==> src/rtl/fifo_pack_pkg.sv <==
// Shared constants and helpers for the FIFO read-side packer.
package fifo_pack_pkg;

  // Default geometry: 8-bit FIFO entries packed four to a word.
  localparam int DEF_DSIZE   = 8;
  localparam int DEF_NLANES  = 4;
  localparam int DEF_TIMEOUT = 16;

  // Widest keep mask the helper below can produce.
  localparam int MAX_LANES = 64;

  // Lane counter must represent 0..NLANES inclusive.
  localparam int LANE_CNT_W = $clog2(DEF_NLANES + 1);

  // Idle counter must represent 0..TIMEOUT inclusive.
  localparam int IDLE_CNT_W = $clog2(DEF_TIMEOUT + 1);

  function automatic int laneCountWidth(input int nlanes);
    return $clog2(nlanes + 1);
  endfunction

  function automatic int idleWidth(input int timeout);
    return $clog2(timeout + 1);
  endfunction

  // Thermometer mask: the low 'count' bits set, everything above cleared.
  function automatic logic [MAX_LANES-1:0] keepMask(input int count);
    logic [MAX_LANES-1:0] mask;
    mask = '0;
    for (int i = 0; i < MAX_LANES; i++) begin
      if (i < count) mask[i] = 1'b1;
    end
    return mask;
  endfunction

endpackage

==> src/rtl/fifo_pack_idle_timer.sv <==
// Saturating idle counter: counts enabled cycles since the last clear and
// flags when TIMEOUT has been reached.
module fifo_pack_idle_timer
  import fifo_pack_pkg::*;
#(
  parameter int TIMEOUT = DEF_TIMEOUT
) (
  input  logic clk,
  input  logic rst_n,
  input  logic i_clear,
  input  logic i_enable,
  output logic o_expired
);

  localparam int IW = idleWidth(TIMEOUT);

  logic [IW-1:0] r_idle;

  // Clear wins over counting; the counter parks at TIMEOUT once it gets there.
  always_ff @(posedge clk or negedge rst_n) begin
    if (!rst_n) begin
      r_idle <= '0;
    end else if (i_clear) begin
      r_idle <= '0;
    end else if (i_enable && (r_idle != IW'(TIMEOUT))) begin
      r_idle <= r_idle + IW'(1);
    end
  end

  assign o_expired = (r_idle == IW'(TIMEOUT));

endmodule

==> src/rtl/fifo_rd_packer.sv <==
// Read-domain FIFO consumer: pops entries, packs NLANES of them into one wide
// word and hands words out on a valid/ready stream. Partial words leave on
// flush or after an idle timeout, with a keep mask marking the live lanes.
module fifo_rd_packer
  import fifo_pack_pkg::*;
#(
  parameter int DSIZE   = DEF_DSIZE,
  parameter int NLANES  = DEF_NLANES,
  parameter int TIMEOUT = DEF_TIMEOUT
) (
  input  logic                    rclk,
  input  logic                    rrst_n,
  input  logic                    rempty,
  input  logic [DSIZE-1:0]        rdata,
  output logic                    rinc,
  input  logic                    flush,
  output logic                    out_valid,
  input  logic                    out_ready,
  output logic [DSIZE*NLANES-1:0] out_data,
  output logic [NLANES-1:0]       out_keep
);

  localparam int CW = laneCountWidth(NLANES);

  logic [NLANES-1:0][DSIZE-1:0] r_acc;
  logic [CW-1:0]                r_cnt;
  logic [DSIZE*NLANES-1:0]      r_outData;
  logic [NLANES-1:0]            r_outKeep;
  logic                         r_outValid;

  logic                    w_outFree;
  logic                    w_full;
  logic                    w_hasData;
  logic                    w_timeout;
  logic                    w_xfer;
  logic                    w_pop;
  logic                    w_idleClear;
  logic [NLANES-1:0]       w_keep;
  logic [NLANES-1:0]       w_laneWe;
  logic [DSIZE*NLANES-1:0] w_wordData;

  // The output register can take a new word when it is empty or draining now.
  assign w_outFree = !r_outValid || out_ready;
  assign w_full    = (r_cnt == CW'(NLANES));
  assign w_hasData = (r_cnt != '0);

  // A word moves to the output on a full accumulator, or early on flush/timeout.
  assign w_xfer = w_outFree && (w_full || (w_hasData && (flush || w_timeout)));

  // Keep popping while there is room, including the cycle the accumulator empties.
  assign w_pop = rrst_n && !rempty && (!w_full || w_xfer);

  assign w_keep      = NLANES'(keepMask(int'(r_cnt)));
  assign w_idleClear = w_pop || w_xfer || !w_hasData;

  // Pick the lane the popped entry lands in and build the masked outgoing word.
  always_comb begin
    w_laneWe   = '0;
    w_wordData = '0;
    for (int i = 0; i < NLANES; i++) begin
      if (w_pop) begin
        w_laneWe[i] = w_xfer ? (i == 0) : (r_cnt == CW'(i));
      end
      w_wordData[i*DSIZE +: DSIZE] = w_keep[i] ? r_acc[i] : '0;
    end
  end

  // Accumulator lanes capture the FIFO head when selected.
  always_ff @(posedge rclk or negedge rrst_n) begin
    if (!rrst_n) begin
      r_acc <= '0;
    end else begin
      for (int i = 0; i < NLANES; i++) begin
        if (w_laneWe[i]) r_acc[i] <= rdata;
      end
    end
  end

  // Lane count: a pop during a transfer starts the next word at one entry.
  always_ff @(posedge rclk or negedge rrst_n) begin
    if (!rrst_n) begin
      r_cnt <= '0;
    end else if (w_xfer) begin
      r_cnt <= w_pop ? CW'(1) : '0;
    end else if (w_pop) begin
      r_cnt <= r_cnt + CW'(1);
    end
  end

  // Output register: load on transfer, drop valid once accepted, hold payload.
  always_ff @(posedge rclk or negedge rrst_n) begin
    if (!rrst_n) begin
      r_outData  <= '0;
      r_outKeep  <= '0;
      r_outValid <= 1'b0;
    end else if (w_xfer) begin
      r_outData  <= w_wordData;
      r_outKeep  <= w_keep;
      r_outValid <= 1'b1;
    end else if (out_ready) begin
      r_outValid <= 1'b0;
    end
  end

  fifo_pack_idle_timer #(
    .TIMEOUT(TIMEOUT)
  ) u_idleTimer (
    .clk      (rclk),
    .rst_n    (rrst_n),
    .i_clear  (w_idleClear),
    .i_enable (w_hasData),
    .o_expired(w_timeout)
  );

  assign rinc      = w_pop;
  assign out_valid = r_outValid;
  assign out_data  = r_outData;
  assign out_keep  = r_outKeep;

endmodule
==> config.mk <==
export PLATFORM = sky130hd
export DESIGN_NAME = fifo_rd_packer
export DESIGN_NICKNAME = d
export VERILOG_FILES = /design/src/rtl/fifo_pack_pkg.sv /design/src/rtl/fifo_pack_idle_timer.sv /design/src/rtl/fifo_rd_packer.sv
export SDC_FILE = /design/constraint.sdc
export NUM_CORES = 1
export LEC_CHECK = 0
export CAP_MARGIN = 20
export CORE_UTILIZATION = 55
export DETAILED_ROUTE_END_ITERATION = 8
export GPL_TIMING_DRIVEN = 0
export PLACE_DENSITY_LB_ADDON = 0.15
export SETUP_SLACK_MARGIN = 0.05
export SLEW_MARGIN = 20
export SYNTH_ARGS = -nofsm -noshare
export SYNTH_HDL_FRONTEND = slang
export SYNTH_SLANG_ARGS = --single-unit
==> constraint.sdc <==
create_clock -name rclk -period 4.3 [get_ports rclk]
set_clock_uncertainty 0.15 [all_clocks]
set_input_delay 0.43 -clock rclk [delete_from_list [all_inputs] [get_ports rclk]]
set_output_delay 0.43 -clock rclk [all_outputs]
set_load 0.03 [all_outputs]
Yosys cells after proc, flatten, opt, wreduce, memory -nomap -nowiden. Cells that the tools add are included.

$lt $le $gt $ge: 4. Reduce and logical (&&, ||, !) cells: 20. Multiplexer cells: 23. Equality and inequality tests: 6. Add/subtract/negate cells: 2.

Operators with widths (number): 2-to-1 mux 8 bit (4); 2-to-1 mux 1 bit (15); 2-to-1 mux 5 bit (2); == test 3 x 2 -> 1 bit (second input constant) (2); logical OR 1 bit (6); less-than comparator 1 x 3 -> 1 bit (first input constant) (2); less-than comparator 2 x 3 -> 1 bit (first input constant) (2); 2-to-1 mux 3 bit (2); nonzero test 2 bit (3); adder 5 x 1 -> 5 bit (second input constant) (1); == test 5 bit (second input constant) (1); logical AND 1 bit (5); inequality test 5 bit (second input constant) (1); logical NOT 1 bit (4); adder 3 x 1 -> 3 bit (second input constant) (1); == test 3 x 1 -> 1 bit (second input constant) (1); == test 3 bit (second input constant) (1); logical NOT 3 bit (1); nonzero test 3 bit (1).

Input port bits: 13. Register bits after elaboration: 77. Output and inout port bits: 38.

Logic depth before layout (Yosys ltp). Gate-level depths: netlist of run 1.

Depth in word-level cells: 10. Depth in mapped cells: 9. Depth with buffers taken out: 6.

By module. A second synthesis of run 1 with hierarchy kept.

Cells, all modules: 283. Area, all modules: 3229.3 µm².

Modules (own cells, without submodules): fifo_rd_packer (cells an instance 256, times used 1, area an instance 2949.1 µm², sequential area each 1801.7 µm²); fifo_pack_idle_timer (cells an instance 27, times used 1, area an instance 280.3 µm², sequential area each 125.1 µm²).

Least setup slack after synthesis of run 1. Ideal clock, no wire load.

Path kind: register -> register. Start point: reg r_cnt[1]. End point: reg r_acc[24] in the netlist's numbering. Setup time: 125 ps. Data required time: 4025 ps. Data arrival time: 1973 ps. Path slack: 2052 ps. Cell stages (with the launch flop): 8. Period minus slack after synthesis: 2248 ps. Cells stage by stage: dfrtp_1 > inv_1 > ha_1 > clkbuf_2 > nor2_4 > a211oi_4 > nor4_4 > mux2_2.

Word-level cells in the longest chain between the ends: 7. Elaborated cells between the ends (all ways): 11. Those cells by class: 2 x eq/ne; 2 x mux; 7 x reduce/logical.

RTL lines: start, declared (line fifo_rd_packer.sv:26) `logic [CW-1:0] r_cnt;`; start signal, assigned (line fifo_rd_packer.sv:84) `r_cnt <= w_pop ? CW'(1) : '0;`; start signal, assigned (line fifo_rd_packer.sv:86) `r_cnt <= r_cnt + CW'(1);`; nonzero test 3 bit (line fifo_rd_packer.sv:45) `assign w_hasData = (r_cnt != '0);`; logical AND 1 bit (line fifo_rd_packer.sv:48) `assign w_xfer = w_outFree && (w_full || (w_hasData && (flush || w_timeout)));`; logical OR 1 bit (line fifo_rd_packer.sv:48); logical AND 1 bit (line fifo_rd_packer.sv:48); logical OR 1 bit (line fifo_rd_packer.sv:51) `assign w_pop = rrst_n && !rempty && (!w_full || w_xfer);`; logical AND 1 bit (line fifo_rd_packer.sv:51); 2-to-1 mux 1 bit * (line fifo_rd_packer.sv:61) `if (w_pop) begin`; end signal, assigned by index (line fifo_rd_packer.sv:74) `if (w_laneWe[i]) r_acc[i] <= rdata;`; end, declared (line fifo_rd_packer.sv:25) `logic [NLANES-1:0][DSIZE-1:0] r_acc;`.

Every way passes the cells marked *; elsewhere a longest branch is shown, timed or not. A chain may end at the register's enable or synchronous reset.

Final worst setup path of run 1.
Start point: in rrst_n. End point: out rinc.

Word-level cells in the longest chain between the ends: 2.

RTL lines: start, declared (line fifo_rd_packer.sv:12) `input logic rrst_n,`; logical AND 1 bit (2 in series) (line fifo_rd_packer.sv:51); end, declared (line fifo_rd_packer.sv:15) `output logic rinc,`.

Every way passes these cells.

==> results.tsv, run 1 <==
stage	metric	value	unit
worst_hold_path	worst min path class	flip-flop to flip-flop	
floorplanning	die span in x	79.03	um
critical_path	Worst EP arrival	2.80	ns
critical_path	Reg2Reg Depth	8	
critical_path	R2R Setup Slk	1.65	ns
timing	final setup vio count	0	
critical_path	Worst R2R Start	r_cnt[1]	
floorplanning	I/O pin count	51	
floorplanning	die area	6245	sq um
clock_network	clock sinks	77	
power	peak supply drop	0.3975	mV
final_layout	most common cell after layout, fill and taps aside	dfrtp_1	
critical_path	kind of end point of the critical path	output port	
routing	via count of the routed design	2268	
critical_path	Critical Path RT	3.72	ns
final_layout	layout cells sized above 1	0.2111	
grt	initial antenna violation count	0	
critical_path	CP bufs+invs	4	
timing	max_slew headroom	0.5825	
synthesis	synth unique cells	42	
final_layout	register area	1927	sq um
synthesis	net count after synthesis	291	
timing	crit path time final	3.384	ns
routing	post-route antenna net violation count	0	
critical_path	cell family with most CP delay	buffers and inverters	
final_layout	nets@finish	354	
clock_network	CTS clk-pin slew, worst paths	0.08	ns
grt	GRT Overall Usage	0.2398	
critical_path	CP Cell Sequence	dlygate4sd3_1, buf_4, buf_16, nand2b_1, a31oi_1, clkdlybuf4s50_1	
clock_network	TritonCTS buffer count	9	
final_layout	# fillers	413	
floorplanning	Core Area	5608	sq um
synthesis	yosys warns	0	
clock_network	post-CTS setup buffer count	0	
timing	Final Cycle Share	0.7870	
power	PD cells	713.7	nW/um^2
grt	vias in the first global route	2228	
placed_design	routability congestion estimate	0.8541	
clock_network	htree depth	3	
worst_hold_path	hold path cells	2	
final_layout	Area Growth Syn to Fin	25.31	%
critical_path	Crit Path Class	primary input to output port	
routing	Avg Vias per Cell	5.492	
routing	wire per inst	16.09	um
run	max cap viols	0	
grt	first-pass GRT wire length	11030	um
floorplanning	height of the die	79.03	um
clock_network	Max Buffers Root-to-Sink	2	
final_layout	most frequent cells in the layout	dfrtp_1 (77), nand2_1 (55), clkdlybuf4s50_1 (49)	
timing	Least-Margin Pin Slew	0.6178	ns
final_layout	area of the multi-input gates	1234	sq um
synthesis	Seq/Total Area, Yosys	0.5905	
worst_hold_path	worst hold start	out_data[29]	
clock_network	CTS tree	built	
power	total power draw	2.918	mW
synthesis	cells after synthesis	273	
grt	largest net degree at the start of global routing	55	
synthesis	post-synthesis register bit count	77	
critical_path	crit path launch type	primary input	
placed_design	HPWL Detailed	4555	um
timing	Setup Total Neg Slack	0	ns
clock_network	worst skew pair latency	0.35	ns
timing	final hold vios	0	
timing	RSZ-0062 raised after global routing	no	
placed_design	quantity of I/O buffers inserted on ports	50	
power	Pleak	1.832	nW
routing	Remaining DRCs	0	
critical_path	crit-path max FO	54	
critical_path	Reg2Reg Capture Point	out_data[2]	
worst_hold_path	Hold EP	out_data[29]	
run_status	outcome	finished clean	
clock_network	CTS root buf	clkbuf_8	
critical_path	slowest stage cell, crit path	clkdlybuf4s50_1	
floorplanning	Rows	27	
synthesis	average cell area after synthesis	11.95	sq um
synthesis	Post-Syn Area	3263	sq um
timing	Max Slew Vio Count	0	
routing	Final Routed Wirelength	6646	um
routing	drt pass-1 iters	4	
routing	Starting DRT DRC Count	174	
grt	GRT overflow	0	
critical_path	CP peak stage delay	0.73	ns
timing	fmax	295.5	MHz
final_layout	antenna cells	0	
floorplanning	Initial Util	0.5819	
clock_network	count of hold-fix buffers inserted at cts	1	
clock_network	cts repair resizes	0	
-- tightest hold or removal path, delay by kind of cell, from the launching register on --
| kind | cells | cell delay [ns] |
|---|---|---|
| DFF | 1 | 0.35 |
| and+or+nand+nor | 2 | 0.09 |
-- power by group --
group	switching [mW]	leakage [nW]	internal, mW
clock	0.264	0.0959	0.285
sequential	0.153	1.00	0.994
combinational	0.705	0.733	0.517
total	1.12	1.83	1.80
-- flip-flops by register name, summed over array words and instances (netlist names) --
signal              flops
out_data               32
out_keep                4
r_cnt                   3
r_acc                  32
u_idleTimer.r_idle      5
out_valid               1
-- per-stage QoR --
| stage | setup slack [ns] | hold slack [ns] | instances | utilization | area (sq um) |
|---|---|---|---|---|---|
| floorplan | 2.052 | -0.01559 | 273 | - | 3263 |
| global placement | -1.093 | 0.3005 | 395 | 0.6872 | 3854 |
| detailed placement | 1.473 | 0.2103 | 396 | 0.6917 | 3879 |
| CTS | 0.8901 | 0.3242 | 413 | 0.7291 | 4089 |
| global route | 0.7595 | 0.3457 | 413 | 0.7291 | 4089 |
| finish | 0.9160 | 0.3163 | 413 | 0.7291 | 4089 |
-- routing by layer --
metal | wire (um) | GRT usage | share of wire
met1 | 2817 | 0.3180 | 0.42
met3 | 321 | 0.06552 | 0.048
met5 | 0 | 0 | 0
met2 | 3422 | 0.3845 | 0.51
met4 | 84 | 0.07636 | 0.013
-- cells in the mapped netlist, drive strengths merged --
cell      n  area, sq um
a221oi    1        8.760
o22ai     2        12.51
xnor2     1        8.760
nand4bb   1        11.26
a22o      8        70.07
nor4      1        21.27
a21oi     5        36.29
o21ai    19        98.85
mux2i     1        10.01
or3       1        6.260
nor2b     3        18.77
a211o     2        18.77
nor4bb    1        10.01
inv       5        18.77
nand2b    2        12.51
clkbuf    4        26.27
nand3    11        55.05
mux2     35        394.1
ha        5        62.56
a31oi     3        18.77
nand2    55        206.5
xor2      2        17.52
a21o      2        16.27
dfrtp    77         1927
buf      10        57.55
nor2      8        37.54
a211oi    2        27.53
nor3      5        47.54
or2       1        6.260
-- worst max path at each step --
| stage | to | slack, ns | cells after the start | start |
|---|---|---|---|---|
| 3_3_place_gp | rinc | -1.09 | 4 | rrst_n |
| 2_1_floorplan | r_acc[24] | 2.05 | 7 | r_cnt[1] |
| 5_1_grt | rinc | 0.76 | 6 | rrst_n |
| 3_5_place_dp | rinc | 1.47 | 5 | rrst_n |
| 4_1_cts | rinc | 0.89 | 6 | rrst_n |
| 6_report | rinc | 0.92 | 6 | rrst_n |
-- final cells by class --
cell class	count	area share
clock buffer	11	0.03458
clock inverter	5	0.01438
multi-input combinational	177	0.3017
buffer	14	0.02050
sequential	77	0.4712
inverter	5	0.004590
timing repair buffer	52	0.1310
tap	72	0.02203
-- cell families (layout without fill, tap and decap cells) --
family / after synthesis / in the layout / synth area share
buffers and inverters: 19 / 87 / 0.03144
multiplexers: 36 / 36 / 0.1239
AO/OA/AOI/OAI: 44 / 44 / 0.09433
adder cells (fa/ha/maj): 5 / 5 / 0.01917
AND/OR/NAND/NOR: 89 / 89 / 0.1327
flip-flops: 77 / 77 / 0.5905
XOR/XNOR: 3 / 3 / 0.008054
Power figures use the tool's default switching activity.
==> run 2, diff against run 1 <==
--- a/config.mk
+++ b/config.mk
@@ -6,7 +6,7 @@
 export NUM_CORES = 1
 export LEC_CHECK = 0
 export CAP_MARGIN = 20
-export CORE_UTILIZATION = 55
+export CORE_UTILIZATION = 53
 export DETAILED_ROUTE_END_ITERATION = 8
 export GPL_TIMING_DRIVEN = 0
 export PLACE_DENSITY_LB_ADDON = 0.15
==> constraint.sdc (replaced) <==
create_clock -name rclk -period 3.5 [get_ports rclk]
set_clock_uncertainty 0.15 [all_clocks]
set_input_delay 0.35 -clock rclk [delete_from_list [all_inputs] [get_ports rclk]]
set_output_delay 0.35 -clock rclk [all_outputs]
set_load 0.03 [all_outputs]
==> run 2 against run 1 <==
Net effect:
- via count fell by 0.35%
- die area rose by 3.7%
- clock power increased by 18%
- sequential power rose by 22%
- flip-flop and latch count stayed put
- first-iteration DRC count rose by 12%
- cell count up 0.73%
- wire length shrank 0.62%
==> results.tsv, run 2 (synthesis results as in run 1) <==
stage	metric	value	unit
clock_network	count of hold-fix buffers inserted at cts	1	
floorplanning	Initial Util	0.5511	
routing	via count of the routed design	2260	
final_layout	most common cell after layout, fill and taps aside	dfrtp_1	
final_layout	fin area	4084	sq um
routing	post-route antenna net violation count	0	
final_layout	antenna cells	0	
clock_network	CTS root buf	clkbuf_8	
placed_design	routability congestion estimate	0.9053	
floorplanning	die area	6475	sq um
routing	Starting DRT DRC Count	195	
floorplanning	die span in x	80.47	um
critical_path	crit-path max FO	56	
critical_path	Crit Path Class	primary input to output port	
grt	GRT overflow	0	
clock_network	clock sinks	77	
routing	drt pass-1 iters	4	
floorplanning	I/O pin count	51	
critical_path	Critical Path RT	3.00	ns
routing	Final Routed Wirelength	6605	um
critical_path	CP peak stage delay	0.74	ns
power	PD cells	868.4	nW/um^2
floorplanning	Rows	28	
final_layout	nets@finish	354	
timing	fmax	315.1	MHz
critical_path	Worst EP arrival	2.67	ns
routing	Remaining DRCs	0	
run_status	outcome	finished clean	
routing	wire per inst	15.88	um
power	Pleak	1.828	nW
clock_network	TritonCTS buffer count	9	
worst_hold_path	worst min path class	primary input to async pin	
critical_path	CP Cell Sequence	dlygate4sd3_1, buf_4, buf_16, nand2b_1, a31oi_1, clkdlybuf4s50_1	
floorplanning	Core Area	5921	sq um
final_layout	fin util	0.6898	
timing	Least-Margin Pin Slew	0.7015	ns
placed_design	HPWL Detailed	4558	um
grt	GRT Overall Usage	0.2351	
clock_network	CTS tree	built	
critical_path	cell family with most CP delay	buffers and inverters	
final_layout	Area Growth Syn to Fin	25.15	%
clock_network	htree depth	3	
timing	final worst slack	0.3267	ns
clock_network	worst skew pair latency	0.34	ns
final_layout	Final Non-Filler Cells	416	
timing	Setup Total Neg Slack	0	ns
timing	crit path time final	3.173	ns
power	total power draw	3.547	mW
timing	Max Slew Vio Count	0	
critical_path	kind of end point of the critical path	output port	
timing	final setup vio count	0	
grt	first-pass GRT wire length	11110	um
timing	WHS	0.3025	ns
timing	max_slew headroom	0.5306	
final_layout	layout cells sized above 1	0.2111	
timing	final hold vios	0	
floorplanning	height of the die	80.47	um
grt	largest net degree at the start of global routing	57	
critical_path	CP bufs+invs	4	
placed_design	Post-DP Area	3882	sq um
placed_design	quantity of I/O buffers inserted on ports	50	
placed_design	placed cell count	399	
clock_network	CTS clk-pin slew, worst paths	0.08	ns
clock_network	Max Buffers Root-to-Sink	2	
critical_path	crit path launch type	primary input	
power	peak supply drop	0.4285	mV
run	max cap viols	0	
routing	Avg Vias per Cell	5.433	
clock_network	cts repair resizes	0	
grt	vias in the first global route	2249	
placed_design	worst slack, placed	0.7508	ns
timing	Final Cycle Share	0.9066	
timing	RSZ-0062 raised after global routing	no	
grt	initial antenna violation count	0	
critical_path	slowest stage cell, crit path	clkdlybuf4s50_1	
clock_network	post-CTS setup buffer count	0	
final_layout	most frequent cells in the layout	dfrtp_1 (77), nand2_1 (55), clkdlybuf4s50_1 (49)	
run 2: cell count changes in the layout (fill, tap and decap cells not counted):
cell	previous run	this run
clkbuf_8	11	10
clkinv_2	1	2
clkinv_4	0	1
inv_6	1	0
run 2: final timing paths:
path                              startpoint      endpoint  slack [ns]  cells after the start
max in group asynchronous             rrst_n     r_acc[23]        2.33                      3
min in group rclk               out_data[30]  out_data[30]        0.32                      2
worst max-delay path                  rrst_n          rinc        0.33                      6
worst max register to register      r_cnt[1]   out_data[7]        0.88                      8
worst min register to register  out_data[30]  out_data[30]        0.32                      2
worst min-delay path                  rrst_n  out_data[30]        0.30                      2
run 2: metal layers:
| metal | global-route usage | vias to the layer above | share of wire |
|---|---|---|---|
| li1 | - | 1066 | - |
| met1 | 0.3116 | 1119 | 0.45 |
| met2 | 0.3636 | 61 | 0.49 |
| met3 | 0.04205 | 14 | 0.039 |
| met4 | 0.1339 | 0 | 0.027 |
| met5 | 0 | - | 0 |
run 2: report_power, final:
group,internal (mW),leakage [nW],switching (mW)
Clock,0.328,0.0923,0.320
Combinational,0.636,0.733,0.859
Sequential,1.22,1.00,0.182
Total,2.19,1.83,1.36
run 2: layout make-up:
cell class | count | area [sq um]
Sequential cell | 77 | 1927
Fill cell | 437 | 1837
Multi-Input combinational cell | 177 | 1234
Timing Repair Buffer | 52 | 535.5
Clock buffer | 10 | 127.6
Tap cell | 75 | 93.84
Buffer | 14 | 83.83
Clock inverter | 6 | 63.81
Inverter | 5 | 18.77
run 2: worst register-to-register path, cell delays in order (launching register included):
cell      delay (ns)
dfrtp_1         0.46
inv_1           0.17
ha_1            0.17
clkbuf_2        0.23
nor2b_1         0.44
a211o_2         0.18
buf_2           0.18
clkbuf_1        0.34
o21ai_0         0.18
==> run 3, diff against run 2 <==
--- a/config.mk
+++ b/config.mk
@@ -6,6 +6,7 @@
 export NUM_CORES = 1
 export LEC_CHECK = 0
 export CAP_MARGIN = 20
+export CORE_ASPECT_RATIO = 1.5
 export CORE_UTILIZATION = 53
 export DETAILED_ROUTE_END_ITERATION = 8
 export GPL_TIMING_DRIVEN = 0
==> run 3 against run 2 <==
Net effect:
- worst hold slack improved by 0.016 ns
- sequential share of layout area shrank 0.34 points
- register-to-register slack better by 0.04 ns
- largest power group unchanged
==> results.tsv, run 3 (synthesis results as in run 1) <==
stage	metric	value	unit
floorplanning	die span in x	66.07	um
final_layout	Final Non-Filler Cells	413	
final_layout	area of the multi-input gates	1234	sq um
clock_network	TritonCTS buffer count	9	
final_layout	antenna cells	0	
critical_path	CP Cell Sequence	dlygate4sd3_1, buf_4, buf_16, nand2b_1, a31oi_1, clkdlybuf4s50_1	
routing	post-route antenna net violation count	0	
critical_path	crit-path max FO	47	
timing	fmax	319.2	MHz
routing	drt pass-1 iters	4	
grt	GRT Overall Usage	0.2267	
timing	max_slew headroom	0.5535	
placed_design	HPWL Detailed	4645	um
floorplanning	Core Area	5871	sq um
floorplanning	height of the die	98.10	um
power	PD cells	880.8	nW/um^2
critical_path	slowest stage cell, crit path	clkdlybuf4s50_1	
routing	Avg Vias per Cell	5.412	
routing	Starting DRT DRC Count	106	
routing	wire per inst	15.67	um
routing	Final Routed Wirelength	6471	um
placed_design	quantity of I/O buffers inserted on ports	50	
clock_network	Max Buffers Root-to-Sink	2	
floorplanning	Rows	34	
timing	Setup Total Neg Slack	0	ns
worst_hold_path	worst min path class	flip-flop to flip-flop	
timing	final setup vio count	0	
final_layout	most frequent cells in the layout	dfrtp_1 (77), nand2_1 (55), clkdlybuf4s50_1 (49)	
timing	Max Slew Vio Count	0	
power	peak supply drop	0.5122	mV
clock_network	worst skew pair latency	0.34	ns
grt	initial antenna violation count	0	
clock_network	clock sinks	77	
placed_design	placed cell count	396	
run	max cap viols	0	
grt	first-pass GRT wire length	10940	um
critical_path	kind of end point of the critical path	output port	
routing	via count of the routed design	2235	
floorplanning	die area	6481	sq um
floorplanning	Initial Util	0.5558	
critical_path	Worst EP arrival	2.63	ns
critical_path	crit path launch type	primary input	
clock_network	CTS clk-pin slew, worst paths	0.08	ns
clock_network	CTS tree	built	
timing	Final Cycle Share	0.8951	
clock_network	htree depth	3	
timing	crit path time final	3.133	ns
timing	final hold vios	0	
final_layout	most common cell after layout, fill and taps aside	dfrtp_1	
routing	Remaining DRCs	0	
grt	vias in the first global route	2227	
clock_network	post-CTS setup buffer count	0	
power	total power draw	3.624	mW
critical_path	R2R Setup Slk	0.92	ns
grt	largest net degree at the start of global routing	48	
placed_design	routability congestion estimate	0.8123	
clock_network	CTS root buf	clkbuf_8	
critical_path	Crit Path Class	primary input to output port	
final_layout	Area Growth Syn to Fin	26.07	%
floorplanning	I/O pin count	51	
final_layout	fin util	0.7008	
final_layout	layout cells sized above 1	0.2111	
timing	Least-Margin Pin Slew	0.6608	ns
final_layout	nets@finish	354	
grt	GRT overflow	0	
run_status	outcome	finished clean	
final_layout	fin area	4114	sq um
final_layout	# fillers	470	
final_layout	register area	1927	sq um
critical_path	Critical Path RT	3.00	ns
placed_design	Post-DP Area	3879	sq um
power	Pleak	1.841	nW
timing	RSZ-0062 raised after global routing	no	
critical_path	CP peak stage delay	0.72	ns
-- run 3: cell types whose count changed in the layout (fill, tap and decap cells not counted), sizes merged --
cell / previous run / this run
clkinv: 3 / 1
clkbuf: 14 / 15
bufinv: 1 / 2
-- run 3: critical path, delay by kind of cell --
kind | cells | cell delay, ns
compound gates | 1 | 0.24
buf+inv | 4 | 1.91
simple gates | 1 | 0.11
-- run 3: final cells by class --
class	instances	area share
Clock inverter	5	0.02038
Timing Repair Buffer	52	0.1302
Inverter	5	0.004562
Multi-Input combinational cell	177	0.2999
Tap cell	72	0.02190
Sequential cell	77	0.4684
Buffer	14	0.02038
Clock buffer	11	0.03437
-- run 3: path summary, 6_finish.rpt --
path / cells after the start / to / from
max: 6 / rinc / rrst_n
min: 2 / out_data[25] / out_data[25]
max reg2reg: 7 / r_acc[31] / r_cnt[1]
min reg2reg: 2 / out_data[25] / out_data[25]
max in group asynchronous: 3 / u_idleTimer.r_idle[1] / rrst_n
min in group asynchronous: 2 / out_keep[2] / rrst_n
-- run 3: metrics by stage --
step	hold WS [ns]	setup WS (ns)
after global routing	0.3521	0.2033
after detailed placement	0.1723	0.6858
final	0.3185	0.3670
after global placement	0.3057	-1.728
after floorplan	-0.09559	1.252
after CTS	0.3243	0.3145
-- run 3: layer usage --
| layer | part of all wire | vias to the layer above | global-route usage | routed length [um] |
|---|---|---|---|---|
| li1 | - | 1064 | - | - |
| met1 | 0.43 | 1117 | 0.2797 | 2811 |
| met2 | 0.53 | 47 | 0.3854 | 3409 |
| met3 | 0.023 | 7 | 0.02804 | 152 |
| met4 | 0.015 | 0 | 0.1080 | 97 |
| met5 | 0 | - | 0 | 0 |
-- run 3: timing repair --
item                      in CTS  in global routing
resized for setup              0                  0
hold buffers                   1                  0
hold endpoints to repair      32                  0
-- run 3: power by group --
part	total, mW	internal (mW)	switching, mW
clock network	0.736	0.422	0.313
registers	1.41	1.22	0.185
logic	1.48	0.636	0.845
total	3.62	2.28	1.34
